## config.mk

```make
export PLATFORM = sky130hd
export DESIGN_NAME = sp_ram
export DESIGN_NICKNAME = d
export VERILOG_FILES = /design/src/rtl/sp_ram_pkg.sv /design/src/rtl/sp_ram.sv
export SDC_FILE = /design/constraint.sdc
export NUM_CORES = 1
export LEC_CHECK = 0
export ABC_AREA = 1
export BUFFER_PORTS_ARGS = -buffer_cell sky130_fd_sc_hd__buf_4
export CORE_ASPECT_RATIO = 2
export CORE_UTILIZATION = 49
export CTS_CLUSTER_SIZE = 8
export DETAILED_ROUTE_END_ITERATION = 10
export GPL_TIMING_DRIVEN = 0
export REMOVE_ABC_BUFFERS = 1
export SYNTH_ARGS = -nofsm -noshare
export SYNTH_HDL_FRONTEND = slang
export SYNTH_SLANG_ARGS = --single-unit
```

## constraint.sdc

```tcl
create_clock -name clk -period 1.31 [get_ports clk]
set_input_delay 0 -clock clk [delete_from_list [all_inputs] [get_ports clk]]
set_output_delay 0 -clock clk [all_outputs]
set_load 0.02 [all_outputs]
```

## src/rtl/sp_ram_pkg.sv

```systemverilog
// Shared constants for the single-port RAM.
// The module's width parameters take their default values from here.
package sp_ram_pkg;

  localparam int DATA_W = 8;
  localparam int ADDR_W = 5;

endpackage : sp_ram_pkg

```

## src/rtl/sp_ram.sv

```systemverilog
// Single-port flip-flop RAM with write-first registered read data.
// clear_n asynchronously zeroes the whole array and the read register.
module sp_ram
  import sp_ram_pkg::*;
#(
  parameter int n = DATA_W,
  parameter int m = ADDR_W
) (
  input  logic         clk,
  input  logic         clear_n,
  input  logic         WE,
  input  logic [m-1:0] Address,
  input  logic [n-1:0] D,
  output logic [n-1:0] Q
);

  localparam int DEPTH = 2 ** m;

  logic [n-1:0] mem_q [DEPTH];
  logic [n-1:0] mem_d [DEPTH];
  logic [n-1:0] q_q;
  logic [n-1:0] q_d;

  // Next state: a write updates one word and forwards D to Q; a read never looks at D.
  always_comb begin
    mem_d = mem_q;
    q_d   = q_q;
    if (WE) begin
      mem_d[Address] = D;
      q_d            = D;
    end else begin
      q_d = mem_q[Address];
    end
  end

  // Array and read register share one async-reset process so a clear wipes both at once.
  always_ff @(posedge clk or negedge clear_n) begin
    if (!clear_n) begin
      for (int i = 0; i < DEPTH; i++) begin
        mem_q[i] <= '0;
      end
      q_q <= '0;
    end else begin
      mem_q <= mem_d;
      q_q   <= q_d;
    end
  end

  assign Q = q_q;

endmodule : sp_ram

```

* Yosys cells after proc, flatten, opt, wreduce, memory -nomap -nowiden *
Cells that the tools add are included.

storage, ports and cells
  bits of input ports = 16
  logic and storage cells = 44
  bits in registers = 264
  output and inout bits = 8

cells by class
  magnitude comparators = 2
  reductions and logical operators = 1
  bitwise gates (word level) = 1
  muxes and demuxes = 7

operator list
  operator                                                     number
  bitwise mux 256 bit                                          1
  binary-select mux 8 bit (select 5 bit)                       1
  demux 8 bit (select 5 bit)                                   1
  2-to-1 mux 8 bit                                             4
  >= comparator 6 bit (second input constant)                  1
  less-than comparator 6 x 1 -> 1 bit (second input constant)  1
  NOT 5 -> 6 bit                                               1
  logical AND 1 bit                                            1

* Longest topological paths before layout *
Gate-level depths: netlist of the first run.

  depth after elaboration = 6
  depth in mapped cells = 14
  depth with buffers taken out = 11

* Least setup slack after synthesis of the first run *
No wires, ideal clock.

  kind = input -> register
  from = in Address[0]
  to = reg mem_q[237] (netlist bit)
  slack = 46 ps
  setup time = 134 ps
  stages on the path = 8
  arrival = 1,130 ps
  cells stage by stage = buf_2 -> inv_2 -> nand2_1 -> nor2_2 -> nand2_1 -> clkbuf_1 -> nand2_1 -> o21ai_0

on the way
  word-level cells in the longest chain between the ends = 6
  elaborated cells between the ends (all ways) = 7
  classes of those cells = order compare (2); mux (3); bitwise (1); reduce/logical (1)

ends and longest elaborated chain
  what                                                                                              RTL line      RTL
  from (decl)                                                                                       sp_ram.sv:12  input logic [m-1:0] Address,
  NOT 5 -> 6 bit (not written as such) (*)                                                          sp_ram.sv:29  mem_d[Address] = D;
  >= comparator 6 bit (not written as such) or less-than comparator 6 x 1 -> 1 bit (tied branches)  sp_ram.sv:29
  logical AND 1 bit (not written as such)                                                           sp_ram.sv:29
  2-to-1 mux 8 bit (not written as such)                                                            sp_ram.sv:29
  demux 8 bit (select 5 bit) (*)                                                                    sp_ram.sv:29
  bitwise mux 256 bit (*)                                                                           sp_ram.sv:29
  to (signal assigned)                                                                              sp_ram.sv:44  mem_q <= mem_d;
  to (decl)                                                                                         sp_ram.sv:19  logic [n-1:0] mem_q [DEPTH];

Mark *: on every way between the ends. The rest lies on a longest branch, timed or not.
A chain may end at the register's enable or synchronous reset.

* Final worst setup path of the first run *
  from = reg mem_q[91] (netlist bit)
  to = reg q_q[3] (netlist: Q[3])

on the way
  word-level cells in the longest chain between the ends = 4

ends and longest elaborated chain
  what                                                  RTL line      RTL
  binary-select mux 8 bit (select 5 bit)                sp_ram.sv:32  q_d = mem_q[Address];
  2-to-1 mux 8 bit (not written as such) (2 in series)  sp_ram.sv:32
  2-to-1 mux 8 bit                                      sp_ram.sv:28  if (WE) begin
  net q_d[3]                                            sp_ram.sv:22  logic [n-1:0] q_d;
  to (signal assigned)                                  sp_ram.sv:45  q_q <= q_d;
  to (decl)                                             sp_ram.sv:21  logic [n-1:0] q_q;

The timed path passes the listed nets, and every way through them passes these cells. The select of a mux whose other input is x is not followed.

==> results.md, run 1 <==
- Peak VDD IR: 982 uV
- Initial core utilization: 50.2%
- DRT iter0 DRCs: 726
- Die X-Extent: about 110 um
- Post-DP HPWL: around 19000 um
- Failing checks: negative hold slack
- Diode count: 0
- Final setup viols: 0
- Root Driver: clkbuf_16
- Leak pwr: 7.31 nW
- Final hold vios: 120
- Initial antenna violation count: 0
- I/O pin cnt: 24
- H-tree levels: 2
- Mean Syn Cell Area: around 7.5 um2
- Ys Warns: 0
- Synth Register Bits: 264
- Relative slew slack: between 9 and 10%
- Period utilisation layout: a little over nine tenths
- Mapped Area: around 12000 um2
- Final net count: roughly 1700
- Area Growth Syn to Fin: 17.5%
- Maximum number of pins on one net before global-route repair: 98
- Hold WS: -0.539 ns
- CP startpoint kind: flip-flop
- Post-route cell area: about 14000 um2
- Crit Path Max Fanout: 2
- Buffers on Ports: 23
- Max Root-Sink Buffers: 3
- Die footprint: 25800 um2
- Crit path arrival time: 1.67 ns
- Slew @ Worst Pin: 1.35 ns
- CTS tree: yes
- Clk_skew: about 0.015 ns
- DR WL/cell: 17.3 um
- Cell variety after synth: 20
- Max-cap violations: 0
- Final GP Congestion: 0.774
- Clock Sink Count: ~260
- Status: finished with violations
- Final Power: roughly 23 mW
- CTS Hold Buffers Added: 12
- CP max stage cell: dfrtp_1
- Initial DRT Pass Iterations: 5
- Final Slew Violations: 0
- Routed wire length: 34400 um
- F_max: slightly below 800 MHz
- Global-route wire length before repair: between 50000 and 60000 um
- Core area: approximately 25000 um2
- Cells after Synth: approximately 1600
- HP Class: primary input to async pin
- Via count: ~10000
- Sequential area share after synthesis: between 50% and 60%
- CP max stage delay: about 0.37 ns
- Cell area power density: around 1600 nW/um2
- Die Y-Extent: 226 um
- Post-placement cell area: 12600 um2
- Drt via density: ~5.2
- Site row count: 81
- Number of global-route vias before repair: slightly below 10000
- Share of post-route cells with drive strength above 1: 12.2%
- Total grt overflow: 0
- Residual DRC count: 0
- Post-route ant nets: 0
- RSZ-0062 raised after global routing: yes
- CP cell instances: nand2_1 > nand2_1 > nand2_1 > nand2_2 > nand2_2 > nand2_2 > nor2_4 > nand3_2 > nand2_2 > inv_2
- All-layer global routing usage: 27.7%
- Worst-path clk slew: around 0.050 ns
- Fin crit period: roughly 1.3 ns
- Setup TNS: 0 ns
- Most frequent CP cell: nand2_2
- Num CTS Buffers: 38
- Crit Path Class: flip-flop to flip-flop
- Clock latency on the worst-skew pair: between 0.5 and 0.6 ns
- CP endpoint kind: flip-flop
- Data required, critical path: approximately 1.7 ns
==> path summary, 6_finish.rpt <==
check                                        from                     end  slack [ns]  depth (start not counted)
max                         mem_q[91]$_DFFE_PN0P_          Q[3]$_DFF_PN0_        0.04                         10
min                                       clear_n   mem_q[92]$_DFFE_PN0P_       -0.54                          1
max reg2reg                 mem_q[91]$_DFFE_PN0P_          Q[3]$_DFF_PN0_        0.04                         10
min reg2reg                mem_q[233]$_DFFE_PN0P_  mem_q[233]$_DFFE_PN0P_        0.48                          2
max in group asynchronous                 clear_n  mem_q[151]$_DFFE_PN0P_        0.48                          3
min in group clk                       Address[3]   mem_q[67]$_DFFE_PN0P_        0.07                          5
==> power by group <==
group / switching (mW) / leakage [nW] / internal [mW] / total, mW
sequential: 0.767 / 3.38 / 9.72 / 10.5
combinational: 2.21 / 3.43 / 1.41 / 3.62
clock: 3.35 / 0.505 / 5.43 / 8.78
==> routing by layer <==
layer  wire, um  global-route usage, %  up-vias
met5          0                      0        -
met2      17200                   46.7      240
met1      14800                   36.2     4923
met4       1250                   11.4        0
met3       1210                   2.87       68
li1           -                      -     5135
==> area by class of cell <==
cell class / count / area, um2
tap: 332 / 415
fill: 2347 / 10100
clock buffer: 41 / 1030
multi-input combinational: 1236 / 5450
inverter: 42 / 183
sequential: 264 / 6610
timing repair buffer: 70 / 783
==> worst max-delay path, delay by kind of cell (launching register included) <==
family,cells,cell delay (ns)
buffers and inverters,1,0.04
and+or+nand+nor,9,0.74
DFF,1,0.37
==> cell usage after synthesis (all sizes together) <==
library cell	number	area, um2
a21oi	23	115
buf	34	164
clkbuf	71	268
dfrtp	264	6610
inv	42	158
nand2	897	3370
nand3	23	115
nor2	41	164
nor3	11	87.6
nor4	3	63.8
o21ai	238	1190
==> state kept, by name (all words and copies together), names as in the netlist <==
| signal | count |
|---|---|
| mem_q | 256 |
| Q | 8 |
==> kinds of logic (layout without fill, tap and decap cells) <==
family | Yosys count | after routing | share of synthesized area (%)
buffers and inverters | 147 | 153 | 4.79
AND/OR/NAND/NOR | 975 | 975 | 30.9
flip-flops | 264 | 264 | 53.7
AO/OA/AOI/OAI | 261 | 261 | 10.6
==> layout by cell type, fill, tap and decap left out, drive strengths merged <==
| cell type | instances |
|---|---|
| nand2 | 897 |
| a21oi | 23 |
| clkinvlp | 2 |
| clkbuf | 42 |
| nand3 | 23 |
| dlygate4sd3 | 12 |
| nor3 | 11 |
| inv | 40 |
| o21ai | 238 |
| buf | 56 |
| dfrtp | 264 |
| bufbuf | 1 |
| nor2 | 41 |
| nor4 | 3 |
==> timing repair <==
action,in CTS,in global routing
pin swaps,5,31
cloned,1,1
resized for setup,38,75
endpoints found under the setup margin,264,230
setup buffers,11,17
endpoints found under the hold margin,101,75
==> stage by stage <==
stage,worst slack (ns),instances,util (%)
2_1_floorplan,-0.792,1542,-
3_3_place_gp,-3.50,1897,50.8
3_5_place_dp,-2.40,1902,51.3
4_1_cts,-0.194,1967,57.2
5_1_grt,-0.0949,1985,59.0
6_report,0.0421,1985,59.0
Power figures use the tool's default switching activity.
==> run 2, diff against run 1 <==
==> constraint.sdc (replaced) <==
create_clock -name clk -period 1.31 [get_ports clk]
set_input_delay 0.3275 -clock clk [delete_from_list [all_inputs] [get_ports clk]]
set_output_delay 0.3275 -clock clk [all_outputs]
set_load 0.02 [all_outputs]
==> run 2 against run 1 <==
Compared with the run above:
- the flow finishes with violations (negative hold slack, negative setup slack)
- first-iteration DRC count is 3.6% lower
- clock power hardly changed
- fmax is 5.6% lower
- critical path depth is 9 lower
- die area stayed put
- via count is 1.7% higher
- utilization is 1.3 points higher
- register-to-register slack hardly changed
- critical path type is now flip-flop to output pin
- largest power group unchanged
- highest routed layer unchanged
==> results.md, run 2 (same netlist as run 1, synthesis figures left out) <==
- Status: finished with violations
- Failing checks: negative hold slack, negative setup slack
- Final hold vios: 75
- Biggest register: mem_q
- Fin crit period: 1.34 ns
- Share of post-route cells with drive strength above 1: 14.3%
- Data required, critical path: between 0.9 and 1 ns
- Initial core utilization: between 50% and 60%
- Initial antenna violation count: 0
- Final Power: about 23 mW
- Max-cap violations: 0
- Crit Path Class: flip-flop to output pin
- Residual DRC count: 0
- Period utilisation layout: 103%
- Max Root-Sink Buffers: 3
- Die footprint: approximately 26000 um2
- Clk_skew: 0.0148 ns
- CP max stage cell: dfrtp_1
- Maximum number of pins on one net before global-route repair: 98
- Cell area power density: 1560 nW/um2
- Sw Pwr: around 6.4 mW
- Via count: 10500
- Net switching share of the total power: between 20 and 30%
- CP startpoint kind: flip-flop
- Max reg flops: around 260
- Fin util: between 60 and 70%
- Post-placement cell area: around 13000 um2
- Area Growth Syn to Fin: 20.2%
- CP max stage delay: approximately 0.37 ns
- Peak VDD IR: about 980 uV
- Num CTS Buffers: 38
- Initial DRT Pass Iterations: 7
- Commonest cells after routing, fill and taps aside: nand2_1 (833), dfrtp_1 (264), o21ai_0 (238)
- Worst-path clk slew: 0.05 ns
- Final WS setup: -0.0333 ns
- Post-route ant nets: 0
- CTS tree: yes
- Number of global-route vias before repair: between 10000 and 15000
- All-layer global routing usage: roughly 29%
- Leak pwr: roughly 7.5 nW
- Clock Sink Count: between 200 and 300
- RSZ-0062 raised after global routing: yes
- Internal Power: around 17 mW
- DR WL/cell: 17.9 um
- Buf/Inv on CP: 1
- Setup TNS: -0.204 ns
- Slew @ Worst Pin: just over 1 ns
- Die X-Extent: approximately 110 um
- HP Class: primary input to async pin
- DRT iter0 DRCs: 700
- Cell family with most CP delay: flip-flops
- Crit Path Max Fanout: 1
- Clock latency on the worst-skew pair: between 0.5 and 0.6 ns
- Hold WS: -0.282 ns
- Routed wire length: approximately 36000 um
- Commonest non-fill, non-tap cell in the layout: nand2_1
- Die Y-Extent: approximately 230 um
- Diode count: 0
- Buffers on Ports: 23
- Final setup viols: 8
- Site row count: 81
- H-tree levels: 2
- Flop pwr share: 45.5%
- CP endpoint kind: output pin
- Setup WS pre-CTS: -2.73 ns
- Global-route wire length before repair: around 57000 um
- Relative slew slack: around 33%
- Final Slew Violations: 0
- Drt via density: between 5 and 6
- Final net count: between 1500 and 2000
- Total grt overflow: 0
- Crit path arrival time: approximately 1.0 ns
- Final GP Congestion: 0.774
- F_max: 744 MHz
- Core area: around 25000 um2
- CP cell instances: buf_6
- Root Driver: clkbuf_16
- Post-route cell area: ~15000 um2
- Clk pwr share: a little under two fifths
- Comb power frac: about 16%
- I/O pin cnt: 24
- Post-DP HPWL: between 15000 and 20000 um
## run 2: path summary, 6_finish.rpt
check / slack, ns / from / endpoint / cells past startpoint
max: -0.03 / Q[0]$_DFF_PN0_ / Q[0] / 1
min reg2reg: 0.48 / mem_q[178]$_DFFE_PN0P_ / mem_q[178]$_DFFE_PN0P_ / 2
min: -0.28 / clear_n / mem_q[92]$_DFFE_PN0P_ / 1
min in group clk: 0.05 / D[0] / mem_q[16]$_DFFE_PN0P_ / 3
max in group asynchronous: 0.27 / clear_n / mem_q[4]$_DFFE_PN0P_ / 3
max reg2reg: 0.03 / mem_q[32]$_DFFE_PN0P_ / Q[0]$_DFF_PN0_ / 10
## run 2: routing by layer
layer  global-route usage (%)  vias to the layer above  wire length (um)
met4                     15.2                        0              1720
met2                     49.6                      285             17800
met1                     36.9                     5008             14700
li1                         -                     5166                 -
met5                        0                        -                 0
met3                     3.33                       86              1570
## run 2: timing repair
| action | 4_1_cts | 5_1_grt |
|---|---|---|
| endpoints found under the hold margin | 75 | 75 |
| pin swaps | 10 | 29 |
| buffers inserted | 34 | 15 |
| setup endpoints to repair | 272 | 288 |
| resized for setup | 70 | 78 |
| cloned | 6 | 0 |
## run 2: per-stage QoR
| step | instances | hold slack (ns) |
|---|---|---|
| finish | 1998 | -0.282 |
| global placement | 1897 | 0.465 |
| CTS | 1983 | -0.183 |
| floorplan | 1542 | 0.0319 |
| detailed placement | 1902 | 0.353 |
| global route | 1998 | -0.248 |
## run 2: worst register-to-register path, cell delays in order, from the launching register on
cell and delay [ns]:
dfrtp_1 0.38, nand2_1 0.07, nand2_1 0.06, nand2_1 0.06, nand2_1 0.08, nand2_1 0.08, nand2_2 0.08, nor2_4 0.15
nand3_2 0.09, nand2_1 0.06, inv_1 0.04
## run 2: final cells by class
class                           instances  area (um2)
Multi-Input combinational cell       1236        5470
Clock buffer                           41        1030
Timing Repair Buffer                   82        1040
Sequential cell                       264        6610
Tap cell                              332         415
Timing Repair inverter                  1        11.3
Inverter                               42         218
Fill cell                            2289        9740
## run 2: power groups by stage
stage | combinational (mW) | clock [mW] | sequential [mW]
global placement | 3.20 | 0 | 10.5
floorplan | 2.25 | 0 | 10.5
CTS | 3.62 | 8.94 | 10.5
detailed placement | 3.31 | 0 | 10.6
finish | 3.76 | 8.79 | 10.5
global route | 4.34 | 9.24 | 10.7
